`config.mk`:
```
export PLATFORM = sky130hd
export DESIGN_NAME = async_fifo
export DESIGN_NICKNAME = d
export VERILOG_FILES = /design/src/rtl/async_fifo_pkg.sv /design/src/rtl/async_fifo_sync.sv /design/src/rtl/async_fifo.sv
export SDC_FILE = /design/constraint.sdc
export NUM_CORES = 1
export LEC_CHECK = 0
export BUFFER_PORTS_ARGS = -buffer_cell sky130_fd_sc_hd__buf_4
export CAP_MARGIN = 10
export CORE_MARGIN = 1.5
export CORE_UTILIZATION = 60
export CTS_CLUSTER_DIAMETER = 100
export CTS_CLUSTER_SIZE = 40
export DETAILED_ROUTE_END_ITERATION = 8
export GPL_TIMING_DRIVEN = 0
export HOLD_SLACK_MARGIN = 0.08
export PLACE_DENSITY = 0.83
export SYNTH_ARGS = -nofsm -noshare
export SYNTH_HDL_FRONTEND = slang
export SYNTH_HIERARCHICAL = 1
export SYNTH_SLANG_ARGS = --single-unit
```
`constraint.sdc`:
```
create_clock -name clk -period 6.1 [get_ports clk]
set_clock_uncertainty 0.2 [all_clocks]
set_input_delay 0 -clock clk [delete_from_list [all_inputs] [get_ports clk]]
set_output_delay 0 -clock clk [all_outputs]
set_load 0.1 [all_outputs]
```
`src/rtl/async_fifo_pkg.sv`:
```
// rtl/async_fifo_pkg.sv - shared pointer helpers for async_fifo
// Purpose: pointer type, Gray-code conversions and address-width helper.
// Ports: none (package).
package async_fifo_pkg;

  // Wide enough for any practical pointer; callers zero-extend and
  // truncate, which leaves the Gray relation intact.
  typedef logic [31:0] ptr_t;

  localparam int DEFAULT_SIZE = 16;

  function automatic int addr_bits(input int size);
    return $clog2(size);
  endfunction

  localparam int DEFAULT_ADDR = addr_bits(DEFAULT_SIZE);

  function automatic ptr_t bin2gray(input ptr_t bin);
    return bin ^ (bin >> 1);
  endfunction

  // Used for debug and level calculations; not on the flag path.
  function automatic ptr_t gray2bin(input ptr_t gray);
    ptr_t bin;
    bin = gray;
    for (int i = 1; i < 32; i++) begin
      bin = bin ^ (gray >> i);
    end
    return bin;
  endfunction

endpackage

```
`src/rtl/async_fifo_sync.sv`:
```
// rtl/async_fifo_sync.sv - two-flop pointer synchronizer
// Purpose: carries a Gray pointer across to the opposite port.
// Ports: clk, rstn (async active-low), d (WIDTH in), q (WIDTH out, 2 flops late).
module async_fifo_sync #(
  parameter int WIDTH = 5
) (
  input  logic             clk,
  input  logic             rstn,
  input  logic [WIDTH-1:0] d,
  output logic [WIDTH-1:0] q
);

  logic [WIDTH-1:0] stage1;

  always_ff @(posedge clk or negedge rstn) begin
    if (!rstn) begin
      stage1 <= '0;
      q      <= '0;
    end else begin
      stage1 <= d;
      q      <= stage1;
    end
  end

endmodule

```
`src/rtl/async_fifo.sv`:
```
// rtl/async_fifo.sv - Gray-pointer FIFO with synchronized full/empty flags
// Purpose: rate-decoupling buffer, BITS wide and SIZE deep, built with the
//   dual-clock pointer architecture on a single clock.
// Ports: clk, rstn (async active-low); p_write_en/p_write_data/p_write_full
//   write port; p_read_en/p_read_data (registered)/p_read_empty read port.
module async_fifo
  import async_fifo_pkg::*;
#(
  parameter int BITS = 32,
  parameter int SIZE = 16
) (
  input  logic            clk,
  input  logic            rstn,
  input  logic            p_write_en,
  input  logic [BITS-1:0] p_write_data,
  output logic            p_write_full,
  input  logic            p_read_en,
  output logic [BITS-1:0] p_read_data,
  output logic            p_read_empty
);

  localparam int ADDR = addr_bits(SIZE);
  // Full when the write Gray pointer equals the synced read pointer with
  // its top two bits inverted (one lap ahead in Gray space).
  localparam logic [ADDR:0] FULL_MASK = (ADDR + 1)'(3) << (ADDR - 1);

  logic [BITS-1:0] mem [SIZE];

  logic [ADDR:0] wbin, wgray, wbin_next;
  logic [ADDR:0] rbin, rgray, rbin_next;
  logic [ADDR:0] wgray_sync2, rgray_sync2;
  logic          wr_ok, rd_ok;

  assign wr_ok     = p_write_en && !p_write_full;
  assign rd_ok     = p_read_en && !p_read_empty;
  assign wbin_next = wbin + (ADDR + 1)'(1);
  assign rbin_next = rbin + (ADDR + 1)'(1);

  always_ff @(posedge clk or negedge rstn) begin
    if (!rstn) begin
      wbin  <= '0;
      wgray <= '0;
    end else if (wr_ok) begin
      wbin  <= wbin_next;
      wgray <= (ADDR + 1)'(bin2gray(ptr_t'(wbin_next)));
    end
  end

  always_ff @(posedge clk) begin
    if (wr_ok) begin
      mem[wbin[ADDR-1:0]] <= p_write_data;
    end
  end

  always_ff @(posedge clk or negedge rstn) begin
    if (!rstn) begin
      rbin        <= '0;
      rgray       <= '0;
      p_read_data <= '0;
    end else if (rd_ok) begin
      rbin        <= rbin_next;
      rgray       <= (ADDR + 1)'(bin2gray(ptr_t'(rbin_next)));
      p_read_data <= mem[rbin[ADDR-1:0]];
    end
  end

  async_fifo_sync #(.WIDTH(ADDR + 1)) u_sync_w2r (
    .clk  (clk),
    .rstn (rstn),
    .d    (wgray),
    .q    (wgray_sync2)
  );

  async_fifo_sync #(.WIDTH(ADDR + 1)) u_sync_r2w (
    .clk  (clk),
    .rstn (rstn),
    .d    (rgray),
    .q    (rgray_sync2)
  );

  // Each flag compares a local pointer with a delayed copy of the other
  // side, so both are pessimistic by the synchronizer latency.
  assign p_read_empty = (rgray == wgray_sync2);
  assign p_write_full = (wgray == (rgray_sync2 ^ FULL_MASK));

endmodule

```
==> reports/summary.log, run 1 <==
[synthesis] Mapped Avg Cell Area 21.8 um^2
[flow_run] count of maximum capacitance violations 0
[synthesis] number of flip-flops and latches in the synthesized netlist 582
[power_and_ir_drop] areal power density over the cells 450 mW/mm^2
[floorplan] die extent in y 194 um
[placement] final estimated routing congestion in global placement 0.770
[clocking] insertion delay of the later-clocked pin in the worst-skew pair 560 ps
[route] per-cell via count in the routed design 6.51
[clocking] clock sink count 582
[clocking] clock transition time at the flip-flop clock pins of the worst setup and hold paths 140 ps
[route] Post-DRT Antenna Nets 0
[clocking] number of cells upsized or downsized after cts 0
[setup_path] startpoint kind of the worst setup timing path register
[cells_and_area] final-stage net count 1,243
[power_and_ir_drop] standby leakage power 8.38 nW
[route] routed length per placed instance 28.0 um
[floorplan] row count 69
[placement] dpl hpwl 29,700 um
[synthesis] Synth Warn # 6
[global_routing] pin count of the biggest net entering global routing 71
[timing] time the final worst path needs with I/O delays and setup 3140 ps
[timing] f_max 318 MHz
[setup_path] required time of the worst setup path 6170 ps
[timing] total setup violations reported at the end of the flow 0
[min_path] Worst Hold Class input port to register
[floorplan] core region area 0.0358 mm^2
[route] 1st-iter DRT viols 1,214
[timing] relative max-transition margin 0.299
[synthesis] cell type with the highest aggregate area in the netlist edfxtp_1
[status] run status finished clean
[floorplan] starting density of the core 0.613
[cells_and_area] antenna diode count 0
[synthesis] sequential cell area fraction in the yosys report 0.780
[setup_path] Crit Path Class register to register
[timing] Setup TNS Final 0 ps
[placement] minimum setup slack after placement 3010 ps
[synthesis] Post-synth EDFFs 512
[cells_and_area] area added between synthesis and finish 13.0%
[placement] input/output buffers 69
[route] Total Wirelength 46,800 um
[timing] number of hold violations in the final report 0
[setup_path] Setup crit end kind register
[synthesis] share of flip-flops with an asynchronous set or reset 0.120
[synthesis] biggest area contributors in the synthesized netlist edfxtp_1, mux4_2, dfrtp_1
[synthesis] synthesized instance count 1,006
[synthesis] count leader, synth edfxtp_1
[setup_path] crit path max fanout 10
[global_routing] wire length of the first global-routing pass 69,800 um
[floorplan] I/O Pins 70
[clocking] depth of the CTS H-tree 1
[route] drc violations 0
[synthesis] synthesized area 0.0220 mm^2
[timing] least setup slack across all paths after layout 2960 ps
[timing] max-slew violation total from the final report 0
[synthesis] Commonest cells post-synth edfxtp_1, mux4_2, dfrtp_1
[synthesis] Post-synth top flop edfxtp_1
[power_and_ir_drop] maximum resistive drop on vdd 0.385 mV
[floorplan] Die Width 194 um
[power_and_ir_drop] Total Power 11.2 mW
[cells_and_area] fillers 2,110
[timing] RSZ-0062 raised after global routing false
[floorplan] DIE AREA 0.0378 mm^2
[synthesis] share of the synthesized area in the top cell type 0.700
[route] via count of the routed design 10,900
[clocking] TritonCTS clock tree yes
[setup_path] data arrival time of the worst path 3210 ps
[synthesis] net count after synthesis 1,047
[global_routing] number of global-route vias before repair 11,100
[clocking] buffer type at the clock tree root clkbuf_16
[clocking] total clock buffers created by CTS 18
[clocking] hold buffer count at cts 64
[cells_and_area] final design utilization 0.693
[global_routing] total congestion overflow 0
[global_routing] total routing resource utilization after global routing 0.253
[cells_and_area] share of final-layout standard cells stronger than drive strength 1 0.256
[clocking] Max Root-Sink Buffers 3
[synthesis] Netlist cell types 34
[global_routing] number of antenna violations at the first check in global routing 0
[timing] share of the clock period used by the worst path after layout 0.515
[timing] Worst Max-Slew Pin Slew 1050 ps
[clocking] buffer count from post-CTS setup fixing 0
[route] 1st-pass router iterations 5
-- placed cells by master, fill, tap and decap left out, types with 2 or more instances in the layout --
master / netlist / final
a21o_1: 32 / 32
a21oi_1: 34 / 34
a22oi_1: 64 / 64
a31oi_1: 2 / 2
and3_2: 0 / 7
buf_12: 0 / 4
buf_16: 0 / 4
buf_2: 21 / 21
buf_4: 0 / 88
buf_6: 9 / 22
buf_8: 0 / 4
clkbuf_1: 28 / 38
clkbuf_16: 0 / 19
dfrtp_1: 70 / 70
dlygate4sd3_1: 0 / 63
edfxtp_1: 512 / 512
ha_1: 5 / 5
inv_1: 6 / 5
mux2i_1: 2 / 2
mux4_2: 128 / 128
nand2_1: 17 / 17
nand2b_1: 2 / 2
nor2_1: 6 / 6
nor2b_1: 2 / 2
nor3_1: 3 / 2
nor3b_2: 0 / 3
nor4_1: 3 / 2
nor4b_2: 0 / 3
o21ai_0: 8 / 8
xnor2_1: 16 / 16
xor2_1: 14 / 14
-- per-layer routing --
layer | vias up | part of all wire | wire length, um | track usage
li1 | 4539 | - | - | -
met1 | 5676 | 0.38 | 17800 | 0.351
met3 | 97 | 0.080 | 3730 | 0.0316
met4 | 0 | 0.035 | 1620 | 0.0856
met5 | - | 0 | 0 | 0
met2 | 581 | 0.51 | 23700 | 0.426
-- registers in the layout (all words and copies together) (netlist names) --
register and cells:
wgray 4, u_sync_r2w/q 5, mem 512, u_sync_w2r/q 5, rgray 4, u_sync_r2w/stage1 5
rbin 5, u_sync_w2r/stage1 5, wbin 5, p_read_data 32
-- stage by stage --
step / area (um^2) / std cells / hold slack (ps)
6_report: 24800 / 1674 / 98.4
5_1_grt: 24800 / 1674 / 82.9
4_1_cts: 24800 / 1674 / 80.2
3_5_place_dp: 23600 / 1579 / 26.4
3_3_place_gp: 23100 / 1536 / 9.18
2_1_floorplan: 22000 / 1006 / -496
-- worst max-delay path, cell delays in order, from the launching register on --
cell,delay [ps]
dfrtp_1,490
xnor2_1,380
o41ai_4,200
buf_2,230
nor4_2,630
buf_4,310
buf_4,190
buf_4,210
-- final timing paths --
kind                                           startpoint                     endpoint  slack (ps)  cells after the start
max in group asynchronous                            rstn  p_read_data[13]$_DFFE_PN0P_        4990                      4
hold / removal                           p_write_data[31]         mem[6][31]$_DFFE_PP_         100                      2
min in group asynchronous                            rstn  p_read_data[22]$_DFFE_PN0P_         350                      4
setup reg to reg                      wbin[4]$_DFFE_PN0P_         mem[3][27]$_DFFE_PP_        2960                      7
hold reg to reg            u_sync_r2w/stage1[3]$_DFF_PN0_    u_sync_r2w/q[3]$_DFF_PN0_         160                      0
setup / recovery                      wbin[4]$_DFFE_PN0P_         mem[3][27]$_DFFE_PP_        2960                      7
-- cells by family (layout without fill, tap and decap cells) --
family | Yosys count | in the layout | share of synthesized area
AO/OA/AOI/OAI | 144 | 144 | 0.0457
XOR/XNOR | 30 | 30 | 0.0120
adder cells (fa/ha/maj) | 5 | 5 | 0.00285
buffers and inverters | 65 | 272 | 0.0154
flip-flops | 582 | 582 | 0.780
multiplexers | 131 | 131 | 0.133
AND/OR/NAND/NOR | 49 | 49 | 0.0116
-- cell type report --
cell class | count | area, um^2 | area share
buffer | 59 | 315 | 0.0127
multi-input combinational | 359 | 4550 | 0.183
timing repair buffer | 176 | 1690 | 0.0680
inverter | 6 | 22.5 | 0.000907
sequential | 582 | 17100 | 0.690
tap | 461 | 577 | 0.0232
clock inverter | 2 | 25.0 | 0.00101
clock buffer | 29 | 513 | 0.0207
-- power breakdown --
group / leakage [nW] / switching, mW / internal [mW]
sequential: 5.48 / 0.218 / 4.91
clock: 0.257 / 1.09 / 0.601
combinational: 2.64 / 2.71 / 1.65
total: 8.38 / 4.02 / 7.15
(Power assumes the default switching activity.)
==> run 2, diff against run 1 <==
--- a/config.mk
+++ b/config.mk
@@ -5,16 +5,17 @@
 export SDC_FILE = /design/constraint.sdc
 export NUM_CORES = 1
 export LEC_CHECK = 0
+export ABC_AREA = 1
 export BUFFER_PORTS_ARGS = -buffer_cell sky130_fd_sc_hd__buf_4
 export CAP_MARGIN = 10
 export CORE_MARGIN = 1.5
-export CORE_UTILIZATION = 60
+export CORE_UTILIZATION = 56
 export CTS_CLUSTER_DIAMETER = 100
 export CTS_CLUSTER_SIZE = 40
 export DETAILED_ROUTE_END_ITERATION = 8
 export GPL_TIMING_DRIVEN = 0
 export HOLD_SLACK_MARGIN = 0.08
-export PLACE_DENSITY = 0.83
+export PLACE_DENSITY = 0.82
 export SYNTH_ARGS = -nofsm -noshare
 export SYNTH_HDL_FRONTEND = slang
 export SYNTH_HIERARCHICAL = 1
==> constraint.sdc (replaced) <==
create_clock -name clk -period 2.6 [get_ports clk]
set_clock_uncertainty 0.2 [all_clocks]
set_input_delay 0 -clock clk [delete_from_list [all_inputs] [get_ports clk]]
set_output_delay 0 -clock clk [all_outputs]
set_load 0.1 [all_outputs]
==> reports/summary.log, run 2 <==
[status] run status finished clean
[setup_path] buffers plus inverters on the worst setup path 2 [-2]
[cells_and_area] most used cells in the layout excluding fill and tap cells nand2_1, edfxtp_1, nand3_1, buf_4, buf_2
[global_routing] number of global-route vias before repair 15,500 [+39%]
[setup_path] data arrival time of the worst path 2530 ps [-680 ps]
[route] routed length per placed instance 21.9 um [-22%]
[flow_run] count of maximum capacitance violations 0 [unchanged]
[timing] Worst Max-Slew Pin Slew 1010 ps [-40.4 ps]
[synthesis] Post-synth top flop edfxtp_1
[cells_and_area] Multi-input gate area 0.00551 mm^2 [+21%]
[cells_and_area] antenna diode count 0 [unchanged]
[global_routing] total routing resource utilization after global routing 0.278 [+0.0245]
[setup_path] crit path max-delay cell type dfrtp_1
[timing] f_max 406 MHz [+28%]
[cells_and_area] area added between synthesis and finish 13.4%
[setup_path] required time of the worst setup path 2670 ps [-3500 ps]
[floorplan] DIE AREA 0.0427 mm^2 [+13%]
[route] per-cell via count in the routed design 5.88 [-9.6%]
[timing] time the final worst path needs with I/O delays and setup 2460 ps [-683 ps]
[cells_and_area] fillers 2,835 [+34%]
[route] 1st-iter DRT viols 2,172 [+79%]
[global_routing] most used routing layer in global routing met2
[cells_and_area] Largest register FFs 512 [unchanged]
[floorplan] starting density of the core 0.569 [-0.0443]
[route] drc violations 0 [unchanged]
[route] Post-DRT Antenna Nets 0 [unchanged]
[floorplan] core region area 0.0408 mm^2 [+14%]
[timing] total setup violations reported at the end of the flow 0 [unchanged]
[setup_path] Crit Path Class register to register
[timing] relative max-transition margin 0.328 [+0.0287]
[synthesis] Commonest cells post-synth nand2_1, edfxtp_1, nand3_1
[power_and_ir_drop] maximum resistive drop on vdd 0.675 mV [+75%]
[global_routing] number of antenna violations at the first check in global routing 1 [+1]
[global_routing] total congestion overflow 0 [unchanged]
[cells_and_area] count of non-filler cells in the finished layout 2,721 [+63%]
[setup_path] kind of cell adding the most delay to the critical path simple AND/OR/NAND/NOR gates
[synthesis] Netlist cell types 25 [-26%]
[synthesis] synthesized instance count 1,990 [+98%]
[cells_and_area] FF/Latch Area 0.0171 mm^2 [unchanged]
[power_and_ir_drop] net switching fraction of the power 0.425 [+0.0655]
[synthesis] number of flip-flops and latches in the synthesized netlist 582 [unchanged]
[synthesis] biggest area contributors in the synthesized netlist edfxtp_1, nand2_1, dfrtp_1
[cells_and_area] share of final-layout standard cells stronger than drive strength 1 0.115 [-0.140]
[clocking] total clock buffers created by CTS 18 [unchanged]
[min_path] Worst Hold Class input port to register
[setup_path] crit path max fanout 23 [+13]
[timing] share of the clock period used by the worst path after layout 0.947 [+0.431]
[setup_path] critical path cell sequence o21ai_0 -> nor2_1 -> nand3_2 -> nand2_2 -> buf_4 -> nor2_4 -> buf_12
[floorplan] row count 74 [+7.2%]
[floorplan] die extent in y 207 um [+6.3%]
[timing] number of hold violations in the final report 0 [unchanged]
[placement] final estimated routing congestion in global placement 0.836 [+8.6%]
[synthesis] share of flip-flops with an asynchronous set or reset 0.120 [unchanged]
[placement] total cell area at the placement stage 0.0249 mm^2 [+5.4%]
[cells_and_area] final-stage net count 2,218 [+78%]
[clocking] buffer type at the clock tree root clkbuf_16
[floorplan] I/O Pins 70 [unchanged]
[power_and_ir_drop] fraction of power consumed by the clock network 0.149 [-0.002]
[cells_and_area] final design instance area without fill 0.0263 mm^2 [+6.1%]
[global_routing] wire length of the first global-routing pass 88,000 um [+26%]
[clocking] clock sink count 582 [unchanged]
[setup_path] largest stage delay on the critical path 440 ps [-190 ps]
[route] Total Wirelength 59,700 um [+28%]
[timing] max-slew violation total from the final report 0 [unchanged]
[clocking] insertion delay of the later-clocked pin in the worst-skew pair 580 ps [+20 ps]
[timing] final hold slack 75.9 ps [-22.4 ps]
[timing] RSZ-0062 raised after global routing false
[global_routing] pin count of the biggest net entering global routing 71 [unchanged]
[global_routing] routing usage on met2 0.461 [+0.0349]
[route] via count of the routed design 16,000 [+47%]
[placement] Inst Count DP 2,607 [+65%]
[clocking] depth of the CTS H-tree 1 [unchanged]
[synthesis] net count after synthesis 2,031 [+94%]
[global_routing] GR Layer Usage met3 0.0534 [+0.0218]
[power_and_ir_drop] Total Power 27.8 mW [+150%]
[clocking] clock transition time at the flip-flop clock pins of the worst setup and hold paths 140 ps [about the same]
[clocking] Max Root-Sink Buffers 3 [unchanged]
[power_and_ir_drop] standby leakage power 10.2 nW [+22%]
[power_and_ir_drop] relative contribution of combinational cells to total power 0.426 [+0.036]
[power_and_ir_drop] power dissipated by switching net loads 11.8 mW [+190%]
[synthesis] cell type with the highest aggregate area in the netlist edfxtp_1
[clocking] number of cells upsized or downsized after cts 0 [unchanged]
[floorplan] Die Width 207 um [+6.3%]
[global_routing] routing usage on met1 0.368 [+0.0171]
[setup_path] startpoint kind of the worst setup timing path register
[synthesis] sequential cell area fraction in the yosys report 0.738 [-0.0422]
[route] 1st-pass router iterations 6 [+1]
[setup_path] Reg2Reg Setup Slack 140 ps [-2820 ps]
[synthesis] Synth Warn # 6 [unchanged]
[cells_and_area] most common library cell in the layout ignoring fill and taps nand2_1
[power_and_ir_drop] internal power of the cells 16.0 mW [+120%]
[placement] input/output buffers 69 [unchanged]
[synthesis] Mapped Avg Cell Area 11.7 um^2 [-47%]
[synthesis] count leader, synth nand2_1
[power_and_ir_drop] areal power density over the cells 1060 mW/mm^2 [+130%]
[power_and_ir_drop] portion of total power attributed to sequential cells 0.426 [-0.033]
[synthesis] share of the synthesized area in the top cell type 0.662 [-0.0379]
[synthesis] synthesized area 0.0232 mm^2 [+5.7%]
[placement] dpl hpwl 37,800 um [+27%]
[setup_path] Setup crit end kind register
[clocking] TritonCTS clock tree yes
[synthesis] Post-synth EDFFs 512 [unchanged]
==> run 2: cell count changes in the layout (fill, tap and decap cells not counted), moves of 12 or more <==
cell and delta:
a21o_1 -32, a21oi_1 +31, a22oi_1 -64, buf_12 +12, buf_2 +60, buf_6 -16, clkbuf_1 -16, inv_1 +20
mux4_2 -128, nand2_1 +828, nand3_1 +293, nor2_4 +17, xnor2_1 -14
==> run 2: metal layers <==
| layer | share of wire | vias up | routed length, um |
|---|---|---|---|
| met1 | 0.36 | 7590 | 21700 |
| met3 | 0.12 | 177 | 7160 |
| met2 | 0.48 | 1096 | 28600 |
| li1 | - | 7144 | - |
| met5 | 0.00023 | - | 14 |
| met4 | 0.038 | 2 | 2280 |
==> run 2: per-stage QoR <==
stage	util	TNS, ps	setup WS (ps)
after floorplan	-	-115590	-361
after global placement	0.598	-661380	-1880
after detailed placement	0.610	0	41.7
after CTS	0.639	0	7.41
after global routing	0.645	0	8.53
final	0.645	0	138
==> run 2: kinds of logic (layout without fill, tap and decap cells) <==
| logic type | count (synthesis) | in the layout | synth area share |
|---|---|---|---|
| AND/OR/NAND/NOR | 1171 | 1171 | 0.207 |
| flip-flops | 582 | 582 | 0.738 |
| buffers and inverters | 138 | 337 | 0.0302 |
| AO/OA/AOI/OAI | 81 | 81 | 0.0179 |
| XOR/XNOR | 13 | 13 | 0.00490 |
| adder cells (fa/ha/maj) | 5 | 5 | 0.00269 |
==> run 2: power by group through the flow <==
| stage | logic, mW | clock network, mW | registers, mW |
|---|---|---|---|
| final | 11.8 | 4.14 | 11.8 |
| after global routing | 12.6 | 4.38 | 11.9 |
| after CTS | 11.5 | 4.09 | 11.8 |
| after detailed placement | 11.3 | 0 | 12.0 |
| after global placement | 10.7 | 0 | 12.0 |
| after floorplan | 5.83 | 0 | 13.7 |
==> run 2: cell type report <==
type	instances	share of cell area
Sequential cell	582	0.650
Multi-Input combinational cell	1270	0.209
Timing Repair Buffer	167	0.0671
Tap cell	532	0.0253
Buffer	108	0.0222
Clock buffer	29	0.0195
Inverter	30	0.00437
Clock inverter	3	0.00185
==> run 2: worst paths after layout <==
kind / cells past startpoint / start / to
setup / recovery: 7 / wgray[1]$_DFFE_PN0P_ / mem[11][8]$_DFFE_PP_
max in group asynchronous: 3 / rstn / p_read_data[18]$_DFFE_PN0P_
setup reg to reg: 7 / wgray[1]$_DFFE_PN0P_ / mem[11][8]$_DFFE_PP_
hold / removal: 2 / p_write_data[5] / mem[1][5]$_DFFE_PP_
hold reg to reg: 0 / u_sync_r2w/stage1[4]$_DFF_PN0_ / u_sync_r2w/q[4]$_DFF_PN0_
min in group asynchronous: 3 / rstn / p_read_data[1]$_DFFE_PN0P_
==> run 2: what timing repair did <==
| action | in CTS | in global routing |
|---|---|---|
| buffers inserted | 0 | 21 |
| endpoints found under the setup margin | 0 | 121 |
| hold endpoints to repair | 707 | 0 |
| hold buffers | 61 | 0 |
==> run 3, diff against run 2 <==
--- a/config.mk
+++ b/config.mk
@@ -9,13 +9,13 @@
 export BUFFER_PORTS_ARGS = -buffer_cell sky130_fd_sc_hd__buf_4
 export CAP_MARGIN = 10
 export CORE_MARGIN = 1.5
-export CORE_UTILIZATION = 56
+export CORE_UTILIZATION = 49
 export CTS_CLUSTER_DIAMETER = 100
 export CTS_CLUSTER_SIZE = 40
 export DETAILED_ROUTE_END_ITERATION = 8
 export GPL_TIMING_DRIVEN = 0
 export HOLD_SLACK_MARGIN = 0.08
-export PLACE_DENSITY = 0.82
+export PLACE_DENSITY = 0.74
 export SYNTH_ARGS = -nofsm -noshare
 export SYNTH_HDL_FRONTEND = slang
 export SYNTH_HIERARCHICAL = 1
==> reports/summary.log, run 3 (synthesized netlist as in run 2, its figures left out) <==
[status] run status finished, violations left
[status] failing checks design-rule violations
[clocking] clock sink count 582 [unchanged]
[route] routed length per placed instance 21.1 um [-3.6%]
[setup_path] Crit Path Class register to register
[cells_and_area] final-stage net count 2,215 [-0.14%]
[floorplan] row count 79 [+6.8%]
[power_and_ir_drop] relative contribution of combinational cells to total power 0.421 [-0.005]
[timing] RSZ-0062 raised after global routing false
[cells_and_area] Largest register FFs 512 [unchanged]
[route] drc violations 8 [+8]
[floorplan] core region area 0.0467 mm^2 [+14%]
[power_and_ir_drop] power dissipated by switching net loads 11.8 mW [about the same]
[clocking] Max Root-Sink Buffers 3 [unchanged]
[power_and_ir_drop] standby leakage power 10.2 nW [about the same]
[route] Post-DRT Antenna Nets 0 [unchanged]
[setup_path] crit path max-delay cell type dfrtp_1
[placement] dpl hpwl 38,600 um [+2.3%]
[cells_and_area] count of non-filler cells in the finished layout 2,793 [+2.6%]
[route] Total Wirelength 59,100 um [-1.0%]
[power_and_ir_drop] portion of total power attributed to sequential cells 0.426 [about the same]
[timing] final hold slack 64.9 ps [-11.0 ps]
[min_path] WHS Path Cells 2 [unchanged]
[route] 1st-iter DRT viols 1,988 [-8.5%]
[clocking] insertion delay of the later-clocked pin in the worst-skew pair 580 ps [about the same]
[floorplan] I/O Pins 70 [unchanged]
[power_and_ir_drop] fraction of power consumed by the clock network 0.154 [+0.005]
[route] per-cell via count in the routed design 5.60 [-4.7%]
[min_path] Worst Hold Class input port to register
[floorplan] Die Width 221 um [+6.8%]
[placement] minimum setup slack after placement 45.1 ps [+3.40 ps]
[setup_path] crit path max fanout 22 [-4.3%]
[setup_path] required time of the worst setup path 2680 ps [about the same]
[timing] number of hold violations in the final report 0 [unchanged]
[timing] time the final worst path needs with I/O delays and setup 2440 ps [-20.5 ps]
[timing] f_max 410 MHz [+0.84%]
[timing] max-slew violation total from the final report 0 [unchanged]
[cells_and_area] final design instance area without fill 0.0264 mm^2 [+0.41%]
[floorplan] starting density of the core 0.498 [-0.0710]
[timing] total setup violations reported at the end of the flow 0 [unchanged]
[flow_run] count of maximum capacitance violations 0 [unchanged]
[placement] Inst Count DP 2,682 [+2.9%]
[global_routing] total routing resource utilization after global routing 0.240 [-0.0378]
[global_routing] number of global-route vias before repair 14,900 [-3.7%]
[placement] input/output buffers 69 [unchanged]
[setup_path] startpoint kind of the worst setup timing path register
[timing] least setup slack across all paths after layout 159 ps [+20.5 ps]
[cells_and_area] area added between synthesis and finish 13.9%
[setup_path] Setup crit end kind register
[power_and_ir_drop] net switching fraction of the power 0.426 [about the same]
[cells_and_area] most used cells in the layout excluding fill and tap cells nand2_1, edfxtp_1, nand3_1, buf_4, buf_2
[setup_path] buffers plus inverters on the worst setup path 2 [unchanged]
[cells_and_area] fillers 3,740 [+32%]
[route] 1st-pass router iterations 9 [+3]
[cells_and_area] final design utilization 0.567 [-0.0782]
[clocking] TritonCTS clock tree yes
[power_and_ir_drop] areal power density over the cells 1050 mW/mm^2 [-0.48%]
[global_routing] number of antenna violations at the first check in global routing 1 [unchanged]
[timing] Setup TNS Final 0 ps [unchanged]
[timing] relative max-transition margin 0.298 [-0.0305]
[global_routing] total congestion overflow 0 [unchanged]
[setup_path] R2R depth 7 [unchanged]
[setup_path] largest stage delay on the critical path 520 ps [+80 ps]
[clocking] buffer type at the clock tree root clkbuf_16
[placement] total cell area at the placement stage 0.0250 mm^2 [+0.38%]
[floorplan] DIE AREA 0.0487 mm^2 [+14%]
[clocking] clock transition time at the flip-flop clock pins of the worst setup and hold paths 140 ps [about the same]
[setup_path] data arrival time of the worst path 2520 ps [about the same]
[clocking] total clock buffers created by CTS 19 [+1]
[cells_and_area] antenna diode count 0 [unchanged]
[clocking] depth of the CTS H-tree 1 [unchanged]
[setup_path] kind of cell adding the most delay to the critical path simple AND/OR/NAND/NOR gates
[clocking] number of cells upsized or downsized after cts 0 [unchanged]
[power_and_ir_drop] Total Power 27.8 mW [about the same]
[placement] final estimated routing congestion in global placement 0.805 [-3.6%]
[setup_path] number of cells on the critical path 7 [unchanged]
[power_and_ir_drop] maximum resistive drop on vdd 0.948 mV [+40%]
[cells_and_area] share of final-layout standard cells stronger than drive strength 1 0.114 [-0.000757]
[global_routing] pin count of the biggest net entering global routing 71 [unchanged]
[timing] Worst Max-Slew Pin Slew 1050 ps [+45.8 ps]
[floorplan] die extent in y 221 um [+6.8%]
[timing] share of the clock period used by the worst path after layout 0.939 [-0.00788]
[global_routing] wire length of the first global-routing pass 87,100 um [-1.0%]
[cells_and_area] most common library cell in the layout ignoring fill and taps nand2_1
[setup_path] critical path cell sequence xnor2_1 -> nor2_1 -> nand3_2 -> nand2_2 -> buf_4 -> nor2_4 -> buf_12
[power_and_ir_drop] internal power of the cells 16.0 mW [-0.11%]
[route] via count of the routed design 15,700 [-2.2%]
==> run 3: repair_timing <==
item | 4_1_cts | 5_1_grt
endpoints found under the setup margin | 1 | 99
hold endpoints to repair | 716 | 0
pin swaps | 1 | 8
hold buffers | 61 | 0
setup buffers | 2 | 15
==> run 3: worst paths after layout <==
| kind | from | to | slack [ps] |
|---|---|---|---|
| setup / recovery | wbin[4]$_DFFE_PN0P_ | mem[12][9]$_DFFE_PP_ | 160 |
| hold / removal | p_write_data[17] | mem[3][17]$_DFFE_PP_ | 60 |
| setup reg to reg | wbin[4]$_DFFE_PN0P_ | mem[12][9]$_DFFE_PP_ | 160 |
| hold reg to reg | u_sync_w2r/stage1[4]$_DFF_PN0_ | u_sync_w2r/q[4]$_DFF_PN0_ | 170 |
| max in group asynchronous | rstn | p_read_data[23]$_DFFE_PN0P_ | 1050 |
| min in group asynchronous | rstn | p_read_data[0]$_DFFE_PN0P_ | 460 |
==> run 3: power by group through the flow <==
stage	Sequential, mW	Combinational (mW)	Clock [mW]
floorplan	13.7	5.83	0
global placement	12.0	10.8	0
detailed placement	12.0	11.4	0
CTS	11.8	11.5	4.25
global route	11.9	12.6	4.54
finish	11.8	11.7	4.27
==> run 3: final cells by class <==
cell class              instances  area [um^2]  area share
inverters                      30          115     0.00435
well taps                     607          759      0.0287
plain buffers                 108          586      0.0221
clock buffers                  28          509      0.0193
repair buffers                163         1750      0.0661
flip-flops and latches        582        17100       0.648
multi-input cells            1270         5510       0.208
clock inverters                 5         85.1     0.00322
==> run 3: worst reg2reg max path: cells and delay by family (launching register included) <==
family / cells / cell delay, ps
XOR/XNOR: 1 / 160
buffers and inverters: 2 / 520
flip-flops: 1 / 520
AND/OR/NAND/NOR: 4 / 720
==> run 3: layer usage <==
metal,wire [um],vias up,GRT usage
met4,1800,2,0.0736
li1,-,7140,-
met2,28300,835,0.397
met5,12,-,0
met1,23100,7555,0.327
met3,5900,122,0.0399
